$ cat src/rtl/cache_port_arbiter.sv
// Arbitrates one cache controller between the instruction port, the data port
// and flush requests, sequencing ctrl through issue, wait and park phases.
module cache_port_arbiter #(
  parameter int ramWidth = 8,
  parameter int addrSize = 8,
  parameter int TIMEOUT  = 64
) (
  input  logic                clk,
  input  logic                rst_n,
  input  logic                ifReq,
  input  logic [addrSize-1:0] ifAddr,
  output logic                ifAck,
  output logic [ramWidth-1:0] ifData,
  input  logic                dReq,
  input  logic                dWrite,
  input  logic                dIndirect,
  input  logic [addrSize-1:0] dAddr,
  input  logic [ramWidth-1:0] dWData,
  output logic                dAck,
  output logic [ramWidth-1:0] dRData,
  input  logic                flushReq,
  output logic                flushAck,
  output logic [1:0]          ccCtrl,
  output logic [addrSize-1:0] ccAddr,
  output logic [ramWidth-1:0] ccDataIn,
  output logic                ccIndirect,
  input  logic                ccOutputReady,
  input  logic [ramWidth-1:0] ccDataOut,
  output logic                grantId,
  output logic                busy,
  output logic                timeoutErr
);

  localparam int CW = $clog2(TIMEOUT);
  localparam logic [CW-1:0] LAST_WAIT = CW'(TIMEOUT - 2);

  localparam logic [1:0] CTRL_CLEAR = 2'b00;
  localparam logic [1:0] CTRL_IDLE  = 2'b01;
  localparam logic [1:0] CTRL_READ  = 2'b10;
  localparam logic [1:0] CTRL_WRITE = 2'b11;

  typedef enum logic [2:0] {
    IDLE,
    ISSUE,
    WAIT,
    DONE,
    FLUSH,
    FLUSH_HOLD
  } state_t;

  state_t state, state_next;

  logic [CW-1:0] wait_cnt;
  logic          hold_cnt;
  logic          last_grant;
  logic          ack_pending;
  logic          if_want, d_want, flush_want;
  logic          grant_data, grant_any, timeout_hit;

  // A port whose ack is high this cycle may still hold req; that is not a new request.
  always_comb begin
    if_want     = ifReq && !ifAck;
    d_want      = dReq && !dAck;
    flush_want  = flushReq && !flushAck;
    grant_data  = d_want && (!if_want || !last_grant);
    grant_any   = if_want || d_want;
    timeout_hit = !ccOutputReady && (wait_cnt == LAST_WAIT);
    state_next  = state;
    case (state)
      IDLE: begin
        if (flush_want) begin
          state_next = FLUSH;
        end else if (grant_any) begin
          state_next = ISSUE;
        end
      end
      ISSUE:      state_next = WAIT;
      WAIT:       if (ccOutputReady || timeout_hit) state_next = DONE;
      DONE:       state_next = IDLE;
      FLUSH:      state_next = FLUSH_HOLD;
      FLUSH_HOLD: if (hold_cnt) state_next = IDLE;
      default:    state_next = IDLE;
    endcase
  end

  always_ff @(posedge clk or negedge rst_n) begin
    if (!rst_n) begin
      state <= IDLE;
    end else begin
      state <= state_next;
    end
  end

  always_ff @(posedge clk or negedge rst_n) begin
    if (!rst_n) begin
      ccCtrl      <= CTRL_IDLE;
      ccAddr      <= '0;
      ccDataIn    <= '0;
      ccIndirect  <= 1'b0;
      ifData      <= '0;
      dRData      <= '0;
      ifAck       <= 1'b0;
      dAck        <= 1'b0;
      flushAck    <= 1'b0;
      grantId     <= 1'b0;
      busy        <= 1'b0;
      timeoutErr  <= 1'b0;
      last_grant  <= 1'b1;
      ack_pending <= 1'b0;
      wait_cnt    <= '0;
      hold_cnt    <= 1'b0;
    end else begin
      ifAck    <= 1'b0;
      dAck     <= 1'b0;
      flushAck <= 1'b0;
      busy     <= (state_next != IDLE);
      case (state)
        IDLE: begin
          wait_cnt <= '0;
          if (flush_want) begin
            ccCtrl <= CTRL_CLEAR;
          end else if (grant_any) begin
            grantId    <= grant_data;
            last_grant <= grant_data;
            if (grant_data) begin
              ccCtrl     <= dWrite ? CTRL_WRITE : CTRL_READ;
              ccAddr     <= dAddr;
              ccDataIn   <= dWData;
              ccIndirect <= dIndirect;
            end else begin
              ccCtrl     <= CTRL_READ;
              ccAddr     <= ifAddr;
              ccDataIn   <= '0;
              ccIndirect <= 1'b0;
            end
          end
        end
        // Completion wins over a timeout landing on the same cycle.
        WAIT: begin
          if (ccOutputReady) begin
            if (ccCtrl == CTRL_READ) begin
              if (grantId) begin
                dRData <= ccDataOut;
              end else begin
                ifData <= ccDataOut;
              end
            end
            ack_pending <= 1'b1;
            ccCtrl      <= CTRL_IDLE;
            wait_cnt    <= '0;
          end else if (timeout_hit) begin
            timeoutErr <= 1'b1;
            if (grantId) begin
              dAck <= 1'b1;
            end else begin
              ifAck <= 1'b1;
            end
            ccCtrl   <= CTRL_IDLE;
            wait_cnt <= '0;
          end else begin
            wait_cnt <= wait_cnt + 1'b1;
          end
        end
        DONE: begin
          if (ack_pending) begin
            if (grantId) begin
              dAck <= 1'b1;
            end else begin
              ifAck <= 1'b1;
            end
          end
          ack_pending <= 1'b0;
        end
        FLUSH: begin
          ccCtrl   <= CTRL_IDLE;
          hold_cnt <= 1'b0;
        end
        FLUSH_HOLD: begin
          hold_cnt <= 1'b1;
          if (hold_cnt) flushAck <= 1'b1;
        end
        default: ;
      endcase
    end
  end

endmodule

$ cat config.mk
export PLATFORM = sky130hd
export DESIGN_NAME = cache_port_arbiter
export DESIGN_NICKNAME = d
export VERILOG_FILES = /design/src/rtl/cache_port_arbiter.sv
export SDC_FILE = /design/constraint.sdc
export NUM_CORES = 1
export LEC_CHECK = 0
export ABC_AREA = 0
export CAP_MARGIN = 20
export CORE_MARGIN = 5
export CORE_UTILIZATION = 50
export DETAILED_ROUTE_END_ITERATION = 16
export DONT_BUFFER_PORTS = 1
export GPL_ROUTABILITY_DRIVEN = 1
export PLACE_DENSITY = 0.64
export SLEW_MARGIN = 10
export SYNTH_ARGS = -nofsm -noshare
export SYNTH_HDL_FRONTEND = slang
export SYNTH_SLANG_ARGS = --single-unit
$ cat constraint.sdc
create_clock -name clk -period 2 [get_ports clk]
set_input_delay 0.4 -clock clk [delete_from_list [all_inputs] [get_ports clk]]
set_output_delay 0.4 -clock clk [all_outputs]
set_load 0.1 [all_outputs]
# --- After elaboration in Yosys (flattened, before gate mapping) ---
# Cells that the tools add are included.
totals:
  input_bits: 40
  mem_bits_ro: 0
  regBits: 53
  ramBits: 0
  latchBits: 0
  n_memories: 0
  output_inout_bits: 41
  wordCells: 90
classes:
  n_shift: 0
  order_cmp: 0
  div_mod_pow: 0
  n_mul: 0
  eq_ne: 10
  n_addsub: 1
  bitwise_logic: 3
  n_reduce_logical: 26
  n_mux: 33
ops:
  columns: ["op", "n"]
  rows:
  - ["two-way mux 8 bit", 2]
  - ["case mux 3 bit (5 select lines)", 1]
  - ["two-way mux 1 bit", 14]
  - ["two-way mux 3 bit", 4]
  - ["two-way mux 6 bit", 2]
  - ["case mux 6 bit (2 select lines)", 1]
  - ["AND reduction 3 bit", 3]
  - ["two-way mux 2 bit", 4]
  - ["case mux 1 bit (2 select lines)", 4]
  - ["AND reduction 4 bit", 2]
  - ["adder 6 x 1 -> 6 bit (second input constant)", 1]
  - ["== test 3 x 2 -> 1 bit (second input constant)", 2]
  - ["== test 3 bit (second input constant)", 2]
  - ["== test 6 bit (second input constant)", 1]
  - ["logical NOT 1 bit", 6]
  - ["inequality test 3 bit (second input constant)", 2]
  - ["case mux 2 bit (3 select lines)", 1]
  - ["nonzero test 2 bit", 3]
  - ["nonzero test 3 bit", 2]
  - ["logical AND 1 bit", 5]
  - ["== test 3 x 1 -> 1 bit (second input constant)", 1]
  - ["logical NOT 3 bit", 1]
  - ["logical OR 1 bit", 3]
  - ["inverter 1 bit", 3]
  - ["3 further kinds", 3]

# --- Longest topological paths before layout ---
# Gate-level depths: netlist of run 1.
logic_depth:
  depth_word: 9
  ltp_mapped: 7

# --- Least setup slack after synthesis of run 1 ---
# No wires, ideal clock.
synth_timing:
  path_type: "register to register"
  from: "register ifAck"
  to: "register ccAddr[6]"
  required_ps: 1867
  setup_ps: 133
  slack_ps: -169
  t_arrival_ps: 2036
  stages_incl_launch_ff: 6
  n_path_buf: 1
  path_cell_list: "dfrtp_1 > nor2b_1 > a21oi_2 > buf_4 > mux2i_1 > o21ai_0"
synth_via:
  elab_chain_cells: 6
synth_rtl:
  columns: ["element", "line_no", "text"]
  rows:
  - ["start: declaration", "12", "output logic ifAck,"]
  - ["start signal: assignment", "102", "ifAck <= 1'b0;"]
  - ["start signal: assignment", "113", "ifAck <= 1'b0;"]
  - ["start signal: assignment", "156", "ifAck <= 1'b1;"]
  - ["logical NOT 1 bit (*)", "62", "if_want = ifReq && !ifAck;"]
  - ["logical AND 1 bit (*)", "62", null]
  - ["logical NOT 1 bit", "65", "grant_data = d_want && (!if_want || !last_grant);"]
  - ["logical OR 1 bit", "65", null]
  - ["logical AND 1 bit", "65", null]
  - ["two-way mux 8 bit", "125", "if (grant_data) begin"]
  - ["end signal: assignment", "127", "ccAddr <= dAddr;"]
  - ["end signal: assignment", "132", "ccAddr <= ifAddr;"]
  - ["end: declaration", "24", "output logic [addrSize-1:0] ccAddr,"]
# Mark *: on every way between the ends. The rest lies on a longest branch, timed or not.
# A chain may end at the register's enable or synchronous reset.

# --- Worst setup path in the final report of run 1 ---
layout_timing:
  from: "register wait_cnt[0]"
  to: "register ccCtrl[0]"
layout_via:
  elab_chain_cells: 4
layout_rtl:
  columns: ["element", "line_no", "text"]
  rows:
  - ["start: declaration", "53", "logic [CW-1:0] wait_cnt;"]
  - ["start signal: assignment", "161", "wait_cnt <= wait_cnt + 1'b1;"]
  - ["== test 6 bit", "67", "timeout_hit = !ccOutputReady && (wait_cnt == LAST_WAIT);"]
  - ["logical AND 1 bit", "67", null]
  - ["inequality test 3 bit (no source line)", null, null]
  - ["AND reduction 3 bit (no source line)", null, null]
  - ["end signal: assignment", "126", "ccCtrl <= dWrite ? CTRL_WRITE : CTRL_READ;"]
  - ["end: declaration", "23", "output logic [1:0] ccCtrl,"]
# Every way passes these cells.

==> impl_metrics.toml, run 1 <==
[setup_path]
r2r_cells = 6
worstPathMaxFanout = 10
r2r-start = "wait_cnt[0]"
crit_path_start = "wait_cnt[0]"
r2r_slack_ns = 0.15
cp.required_ns = 2.23
start_kind = "register"
regToRegEndpoint = "ccCtrl[0]"
arrival_ns = 2.08
criticalPathCategory = "reg -> reg"
end_kind = "register"
critPathCapture = "ccCtrl[0]"

[timing]
fin_worst_skew_ns = 0.0107
tightest_slew_ns = 0.952
hold_violations = 0
slew_violations = 0
relSlewSlack = 0.365
fin_crit_sh = 0.926
grt_setup_unrepaired = "no"
setup_viol_count_final = 0
min_period_ns = 1.85
fmax_mhz = 540

[synth]
ys_seq_area_frac = 0.568
yosys_warnings = 0
netlist.area_leader.share = 0.545
ys_ff_latch = 53
synth_top_area_cell = "dfrtp_1"
synth_nets = 249
ys_types = 41
synthCells = 207
yosys-top-cells-area = "dfrtp_1 55%, mux2_2 8.7%, nand2_1 6.3%"
syn_area_per_cell_um2 = 11.3
syn-cell-area_um2 = 2340

[drt]
post_drt_wl_per_cell_um = 17.3
drt_pass1_iterations = 4
via_per_inst = 5.56
drt_wl_total_mm = 4.98
ant_nets = 0
drc = 0
vias = 1601
first_iter_violations = 63

[flow_run]
maxCapViolations = 0

[layout]
instances_no_fill = 288
final_cell_mix = "48 x dfrtp_1, 39 x nand2_1, 28 x buf_4"
drive_above_1_share = 0.292
area_delta_synth_final_pct = 16.2
seq_area_um2 = 1330
nFillCells = 364
final_common_cell = "dfrtp_1"
multi_input_area_um2 = 955
n_antenna_cell = 0
layout.nets = 277

[clock_network]
post_cts_buffers = 0
clock_tree.buffer_depth = 2
clkTransAtPathRegs_ns = 0.09
clkLatencyLatePin_ns = 0.30
cts.repair.resized = 0
hold_buffers = 2
cts_buffers = 5
clock_sinks = 53
htreeDepth = 2
cts_tree = "yes"
cts_root_buf = "clkbuf_8"

[placed_design]
dp_hpwl_mm = 3.74
place_inst = 278
io_buffers = 0
globalplace.congestion = 0.789

[die]
die_width_um = 78.4
ioPinCount = 81
dieHeight_um = 78.4
dieArea_um2 = 6150
start_util = 0.526
coreArea_um2 = 4440
rows = 24

[grt]
antenna_found_initial = 0
grt.overflow.total = 0
first_global_vias = 1740
grt_pass1_wl_mm = 8.27
track_usage = 0.171
grt_max_degree = 54

[worst_hold_path]
hp-class = "in -> reg"

[status]
outcome = "finished, final reports clean"
-- final cells by class --
class	count	share of cell area
clock inverters	2	0.0143
repair buffers	30	0.0911
inverters	2	0.00276
clock buffers	6	0.0267
multi-input cells	143	0.351
flip-flops and latches	53	0.490
well taps	52	0.0239
-- per-stage QoR --
step	utilization	cell area (µm²)	setup TNS (ns)	hold slack [ns]	setup WS, ns
2_1_floorplan	-	2340	-0.0123	0.104	-0.0123
5_1_grt	0.612	2720	0	0.204	0.0447
3_5_place_dp	0.578	2570	0	0.106	0.141
6_report	0.612	2720	0	0.229	0.148
3_3_place_gp	0.578	2570	0	0.106	0.209
4_1_cts	0.612	2720	0	0.211	0.132
-- synthesized netlist by cell type --
library cell,number
dfrtp_1,51
nand2_1,39
o21ai_0,24
mux2_2,18
mux2i_1,8
nor2_1,7
a21oi_1,5
a21o_1,4
and3_1,4
nor2b_1,4
clkbuf_1,3
nand3_1,3
buf_2,2
buf_6,2
dfstp_2,2
ha_1,2
inv_1,2
nand2b_1,2
nor3b_1,2
o211ai_1,2
a21bo_2,1
a21oi_2,1
a22oi_1,1
a31oi_1,1
buf_1,1
buf_4,1
nor3b_2,1
nor3b_4,1
nor4b_4,1
o2111ai_1,1
o21ai_2,1
o221a_2,1
o22ai_1,1
o2bb2ai_1,1
o311ai_0,1
o41ai_1,1
or2_1,1
or2_2,1
or3_1,1
or3b_2,1
xnor2_1,1
-- logic make-up after synthesis --
group | share of synthesized area
and+or+nand+nor | 0.149
DFF | 0.568
xor gates and xnor gates | 0.00374
adders and majority gates | 0.0107
buffers and inverters | 0.0267
AOI/OAI and AO/OA | 0.121
muxes | 0.121
-- worst min-delay path by stage --
stage,end,slack [ns],cells after the start,startpoint
2_1_floorplan,ack_pending,0.10,0,rst_n
5_1_grt,ccDataIn[6],0.20,2,dWData[6]
3_3_place_gp,wait_cnt[3],0.11,0,rst_n
4_1_cts,ccDataIn[5],0.21,2,dWData[5]
3_5_place_dp,wait_cnt[4],0.11,0,rst_n
6_report,ccDataIn[6],0.23,2,dWData[6]
-- critical path: stages (launching register included) --
cell and delay, ns:
dfrtp_1 0.43, inv_1 0.08, ha_1 0.15, nand3_1 0.16
o21ai_2 0.36, o311ai_0 0.26, mux2_2 0.33
-- metal layers --
layer | wire [µm] | GRT usage | up-vias
met5 | 0 | 0 | -
li1 | - | - | 772
met3 | 406 | 0.0641 | 4
met4 | 38 | 0.0420 | 0
met2 | 2540 | 0.296 | 57
met1 | 2000 | 0.201 | 768
-- state kept, by name (all words and copies together) (netlist names), 2 cells and up --
signal and flops:
ccAddr 8, ccCtrl 2, ccDataIn 8, dRData 8, ifData 8, state 3, wait_cnt 6
Power of run 1 is not shown: default switching activity piles up to over one toggle a cycle in this logic, so the estimate is an artifact.
==> inputs of run 2 (changes only) <==
--- a/config.mk
+++ b/config.mk
@@ -8,11 +8,11 @@
 export ABC_AREA = 0
 export CAP_MARGIN = 20
 export CORE_MARGIN = 5
-export CORE_UTILIZATION = 50
+export CORE_UTILIZATION = 55
 export DETAILED_ROUTE_END_ITERATION = 16
 export DONT_BUFFER_PORTS = 1
 export GPL_ROUTABILITY_DRIVEN = 1
-export PLACE_DENSITY = 0.64
+export PLACE_DENSITY = 0.69
 export SLEW_MARGIN = 10
 export SYNTH_ARGS = -nofsm -noshare
 export SYNTH_HDL_FRONTEND = slang
==> constraint.sdc (replaced) <==
create_clock -name clk -period 2 [get_ports clk]
set_input_delay 0.4 -clock clk [delete_from_list [all_inputs] [get_ports clk]]
set_output_delay 0.4 -clock clk [all_outputs]
set_load 0.05 [all_outputs]
==> run 2 against run 1 <==
Fmax increased by 1.9%; first-iteration DRC count increased by 95%; clock skew decreased by 0.0065 ns; core utilization increased by 1.5 points; cell area decreased by 6.4%; critical path type unchanged; hold slack improved by 0.0033 ns; global-route usage increased by 0.82 points; critical path depth decreased by 3; routed wire length decreased by 6.0%.
==> impl_metrics.toml, run 2 (synthesis results as in run 1) <==
[timing]
fin_tns_setup_ns = 0
relSlewSlack = 0.382
slew_violations = 0
hold_violations = 0
setup_viol_count_final = 0
min_period_ns = 1.82
fin_crit_sh = 0.909
fmax_mhz = 550
fin_worst_skew_ns = 0.00418
tightest_slew_ns = 0.927
grt_setup_unrepaired = "no"

[setup_path]
r2r-start = "state[2]"
r2r_cells = 3
worstPathMaxFanout = 9
path_depth = 3
start_kind = "register"
end_kind = "register"
arrival_ns = 2.00
crit_path_start = "state[2]"
criticalPathCategory = "reg -> reg"
cpLargestDelayFamily = "simple AND/OR/NAND/NOR gates"
cpPeakStageDelay_ns = 0.50
cp.required_ns = 2.18
crit_buf_inv = 0
path_cells = "or2_1 -> nor3b_4 -> mux2_2"
regToRegEndpoint = "ifData[3]"
r2r_slack_ns = 0.18
crit_slowest_cell = "dfrtp_1"
critPathCapture = "ifData[3]"

[power_and_ir_drop]
total_power_mw = 4.53
peakVddDrop_mv = 1.02
combPwrFrac = 0.248
power.density_nw_per_um2 = 1780
leakage_nw = 1.21
clkPwrFrac = 0.120
internal_power_mw = 2.19
seqPwrFrac = 0.632
switching_share = 0.516
switchingPower_mw = 2.34

[placed_design]
globalplace.congestion = 0.837
dp_hpwl_mm = 3.53
io_buffers = 0

[grt]
grt_pass1_wl_mm = 7.65
grt.overflow.total = 0
first_global_vias = 1619
track_usage = 0.179
grt_max_degree = 54
antenna_found_initial = 0

[drt]
drt_pass1_iterations = 4
ant_nets = 0
post_drt_wl_per_cell_um = 17.5
vias = 1561
first_iter_violations = 123
drt_wl_total_mm = 4.68
via_per_inst = 5.85
drc = 0

[die]
start_util = 0.577
dieArea_um2 = 5660
rows = 23
ioPinCount = 81
coreArea_um2 = 4060
dieHeight_um = 75.2
die_width_um = 75.2

[clock_network]
cts_root_buf = "clkbuf_8"
cts_buffers = 5
clkTransAtPathRegs_ns = 0.08
cts_tree = "yes"
htreeDepth = 2
clock_tree.buffer_depth = 2
clock_sinks = 53
clkLatencyLatePin_ns = 0.29
post_cts_buffers = 0

[layout]
area_delta_synth_final_pct = 8.72
layout.nets = 259
final_cell_mix = "51 x dfrtp_1, 39 x nand2_1, 24 x o21ai_0"
final_common_cell = "dfrtp_1"
drive_above_1_share = 0.217
n_antenna_cell = 0

[flow_run]
maxCapViolations = 0

[worst_hold_path]
min_path_cells = 2
hp-class = "in -> reg"

[status]
outcome = "finished, final reports clean"
run 2: cell types whose count changed in the layout (fill, tap and decap cells not counted):
cell,before,now
dfrtp_2,3,0
bufinv_16,1,0
clkinv_2,0,1
dfrtp_1,48,51
clkinv_4,1,0
buf_4,28,10
run 2: per-stage QoR:
| step | setup slack (ns) | instances | utilization | hold WS, ns | cell area [µm²] |
|---|---|---|---|---|---|
| floorplan | 0.197 | 207 | - | 0.104 | 2340 |
| global placement | 0.228 | 258 | 0.599 | 0.106 | 2430 |
| detailed placement | 0.144 | 258 | 0.599 | 0.106 | 2430 |
| CTS | 0.194 | 267 | 0.627 | 0.220 | 2540 |
| global route | 0.00597 | 267 | 0.627 | 0.223 | 2540 |
| finish | 0.182 | 267 | 0.627 | 0.232 | 2540 |
run 2: final cells by class:
type	instances	area, µm²
fill	325	1510
sequential	53	1330
multi-input combinational	143	955
timing repair buffer	12	113
clock buffer	6	72.6
tap	50	62.6
inverter	2	7.51
clock inverter	1	5.00
run 2: worst min-delay path by stage:
stage / from / to / slack [ns]
global placement: rst_n / busy / 0.11
detailed placement: rst_n / state[2] / 0.11
floorplan: rst_n / ack_pending / 0.10
global route: ccDataOut[1] / dRData[1] / 0.22
finish: dIndirect / ccIndirect / 0.23
CTS: dIndirect / ccIndirect / 0.22
run 2: repair_timing:
item,4_1_cts,5_1_grt
hold endpoints to repair,53,0
gates resized for setup,0,0
hold buffers,2,0
run 2: power groups by stage:
stage          clock [mW]  sequential, mW  combinational [mW]
2_1_floorplan           0            2.89               0.805
3_5_place_dp            0            2.89                1.12
3_3_place_gp            0            2.88                1.05
6_report            0.544            2.86                1.13
4_1_cts             0.572            2.88                1.14
5_1_grt             0.617            2.92                1.26
run 2: routing by layer:
metal  wire, µm  track usage  vias to the layer above  share of wire
li1           -            -                      739              -
met1       1870        0.216                      758           0.40
met2       2360        0.298                       60           0.50
met3        408       0.0668                        4          0.087
met4         43       0.0583                        0         0.0092
met5          0            0                        -              0
No activity file was read; power rests on OpenSTA's default activity.
==> inputs of run 3 (changes only) <==
--- a/config.mk
+++ b/config.mk
@@ -13,6 +13,7 @@
 export DONT_BUFFER_PORTS = 1
 export GPL_ROUTABILITY_DRIVEN = 1
 export PLACE_DENSITY = 0.69
+export SKIP_CTS_REPAIR_TIMING = 1
 export SLEW_MARGIN = 10
 export SYNTH_ARGS = -nofsm -noshare
 export SYNTH_HDL_FRONTEND = slang
==> run 3 against run 2 <==
Critical path depth is the same; hold slack is essentially flat; register-to-register slack is essentially flat; global-route usage decreased by 0.23 points; routed wire length hardly changed; first-iteration DRC count shrank 20%; die area did not move; clock power hardly changed; cell area unchanged.
==> impl_metrics.toml, run 3 (synthesis results as in run 1) <==
[power_and_ir_drop]
switching_share = 0.516
leakage_nw = 1.21
clkPwrFrac = 0.120
total_power_mw = 4.54
switchingPower_mw = 2.34
peakVddDrop_mv = 1.02
seqPwrFrac = 0.631
internal_power_mw = 2.19
power.density_nw_per_um2 = 1780
combPwrFrac = 0.249

[layout]
area_delta_synth_final_pct = 8.72
layout.nets = 259
design_area_um2 = 2540
instances_no_fill = 267
final_cell_mix = "51 x dfrtp_1, 39 x nand2_1, 24 x o21ai_0"
n_antenna_cell = 0
drive_above_1_share = 0.217
nFillCells = 330
final_common_cell = "dfrtp_1"

[setup_path]
end_kind = "register"
arrival_ns = 2.01
path_depth = 3
cp.required_ns = 2.18
path_cells = "or2_1 -> nor3b_4 -> mux2_2"
crit_buf_inv = 0
criticalPathCategory = "reg -> reg"
r2r_cells = 3
start_kind = "register"
cpPeakStageDelay_ns = 0.50
cpLargestDelayFamily = "simple AND/OR/NAND/NOR gates"
worstPathMaxFanout = 9
crit_slowest_cell = "dfrtp_1"

[timing]
hold_violations = 0
slew_violations = 0
min_period_ns = 1.82
fin_crit_sh = 0.911
relSlewSlack = 0.382
fin_worst_skew_ns = 0.00416
fin_tns_setup_ns = 0
tightest_slew_ns = 0.927
fmax_mhz = 549
grt_setup_unrepaired = "no"
setup_viol_count_final = 0

[placed_design]
globalplace.congestion = 0.837
dpl_cell_area_um2 = 2430
dp_hpwl_mm = 3.53
io_buffers = 0
place_inst = 258

[clock_network]
cts_tree = "yes"
cts_buffers = 5
clkLatencyLatePin_ns = 0.29
clkTransAtPathRegs_ns = 0.08
clock_tree.buffer_depth = 2
clock_sinks = 53
cts_root_buf = "clkbuf_8"
htreeDepth = 2

[grt]
grt.overflow.total = 0
track_usage = 0.177
first_global_vias = 1609
grt_pass1_wl_mm = 7.57
grt_max_degree = 54
antenna_found_initial = 0

[worst_hold_path]
hp-class = "in -> reg"
min_path_cells = 2

[drt]
via_per_inst = 5.87
drc = 0
drt_pass1_iterations = 4
post_drt_wl_per_cell_um = 17.6
drt_wl_total_mm = 4.69
ant_nets = 0
vias = 1566
first_iter_violations = 98

[status]
outcome = "finished, final reports clean"

[die]
ioPinCount = 81
die_width_um = 75.2
coreArea_um2 = 4060
rows = 23
dieHeight_um = 75.2
dieArea_um2 = 5660
start_util = 0.577

[flow_run]
maxCapViolations = 0
## run 3: cell counts in the layout (fill, tap and decap cells not counted)
Identical to the previous run, type by type.
## run 3: routing by layer
layer,GRT usage,routed length [µm]
met1,0.214,1840
met2,0.292,2360
met3,0.0668,428
met4,0.0583,58
met5,0,0
## run 3: final timing paths
check / from / end / slack [ns]
worst max-delay path: state[2] / ifData[3] / 0.18
worst max register to register: state[2] / ifData[3] / 0.18
worst min-delay path: dIndirect / ccIndirect / 0.23
max in group asynchronous: rst_n / last_grant / 1.10
worst min register to register: last_grant / last_grant / 0.50
min in group asynchronous: rst_n / timeoutErr / 0.62
## run 3: power by group through the flow
stage / Sequential, mW / Clock [mW] / Combinational, mW
global route: 2.93 / 0.617 / 1.27
global placement: 2.88 / 0 / 1.05
CTS: 2.88 / 0.572 / 1.11
floorplan: 2.89 / 0 / 0.805
detailed placement: 2.89 / 0 / 1.12
finish: 2.86 / 0.546 / 1.13
## run 3: cell type report
cell class	instances	area, µm²	area share
clock buffers	6	72.6	0.0285
clock inverters	1	5.00	0.00197
inverters	2	7.51	0.00295
multi-input cells	143	955	0.375
flip-flops and latches	53	1330	0.522
well taps	50	62.6	0.0246
repair buffers	12	113	0.0443
## run 3: worst reg2reg max path: stages (launching register included)
cell	delay [ns]
dfrtp_1	0.50
or2_1	0.38
nor3b_4	0.44
mux2_2	0.39
## run 3: per-stage QoR
step                      setup WS (ns)   util  hold WS (ns)
after floorplan                   0.197      -         0.104
after global placement            0.228  0.599         0.106
after detailed placement          0.144  0.599         0.106
after CTS                         0.194  0.618        -0.227
after global routing            0.00597  0.627         0.223
final                             0.178  0.627         0.232
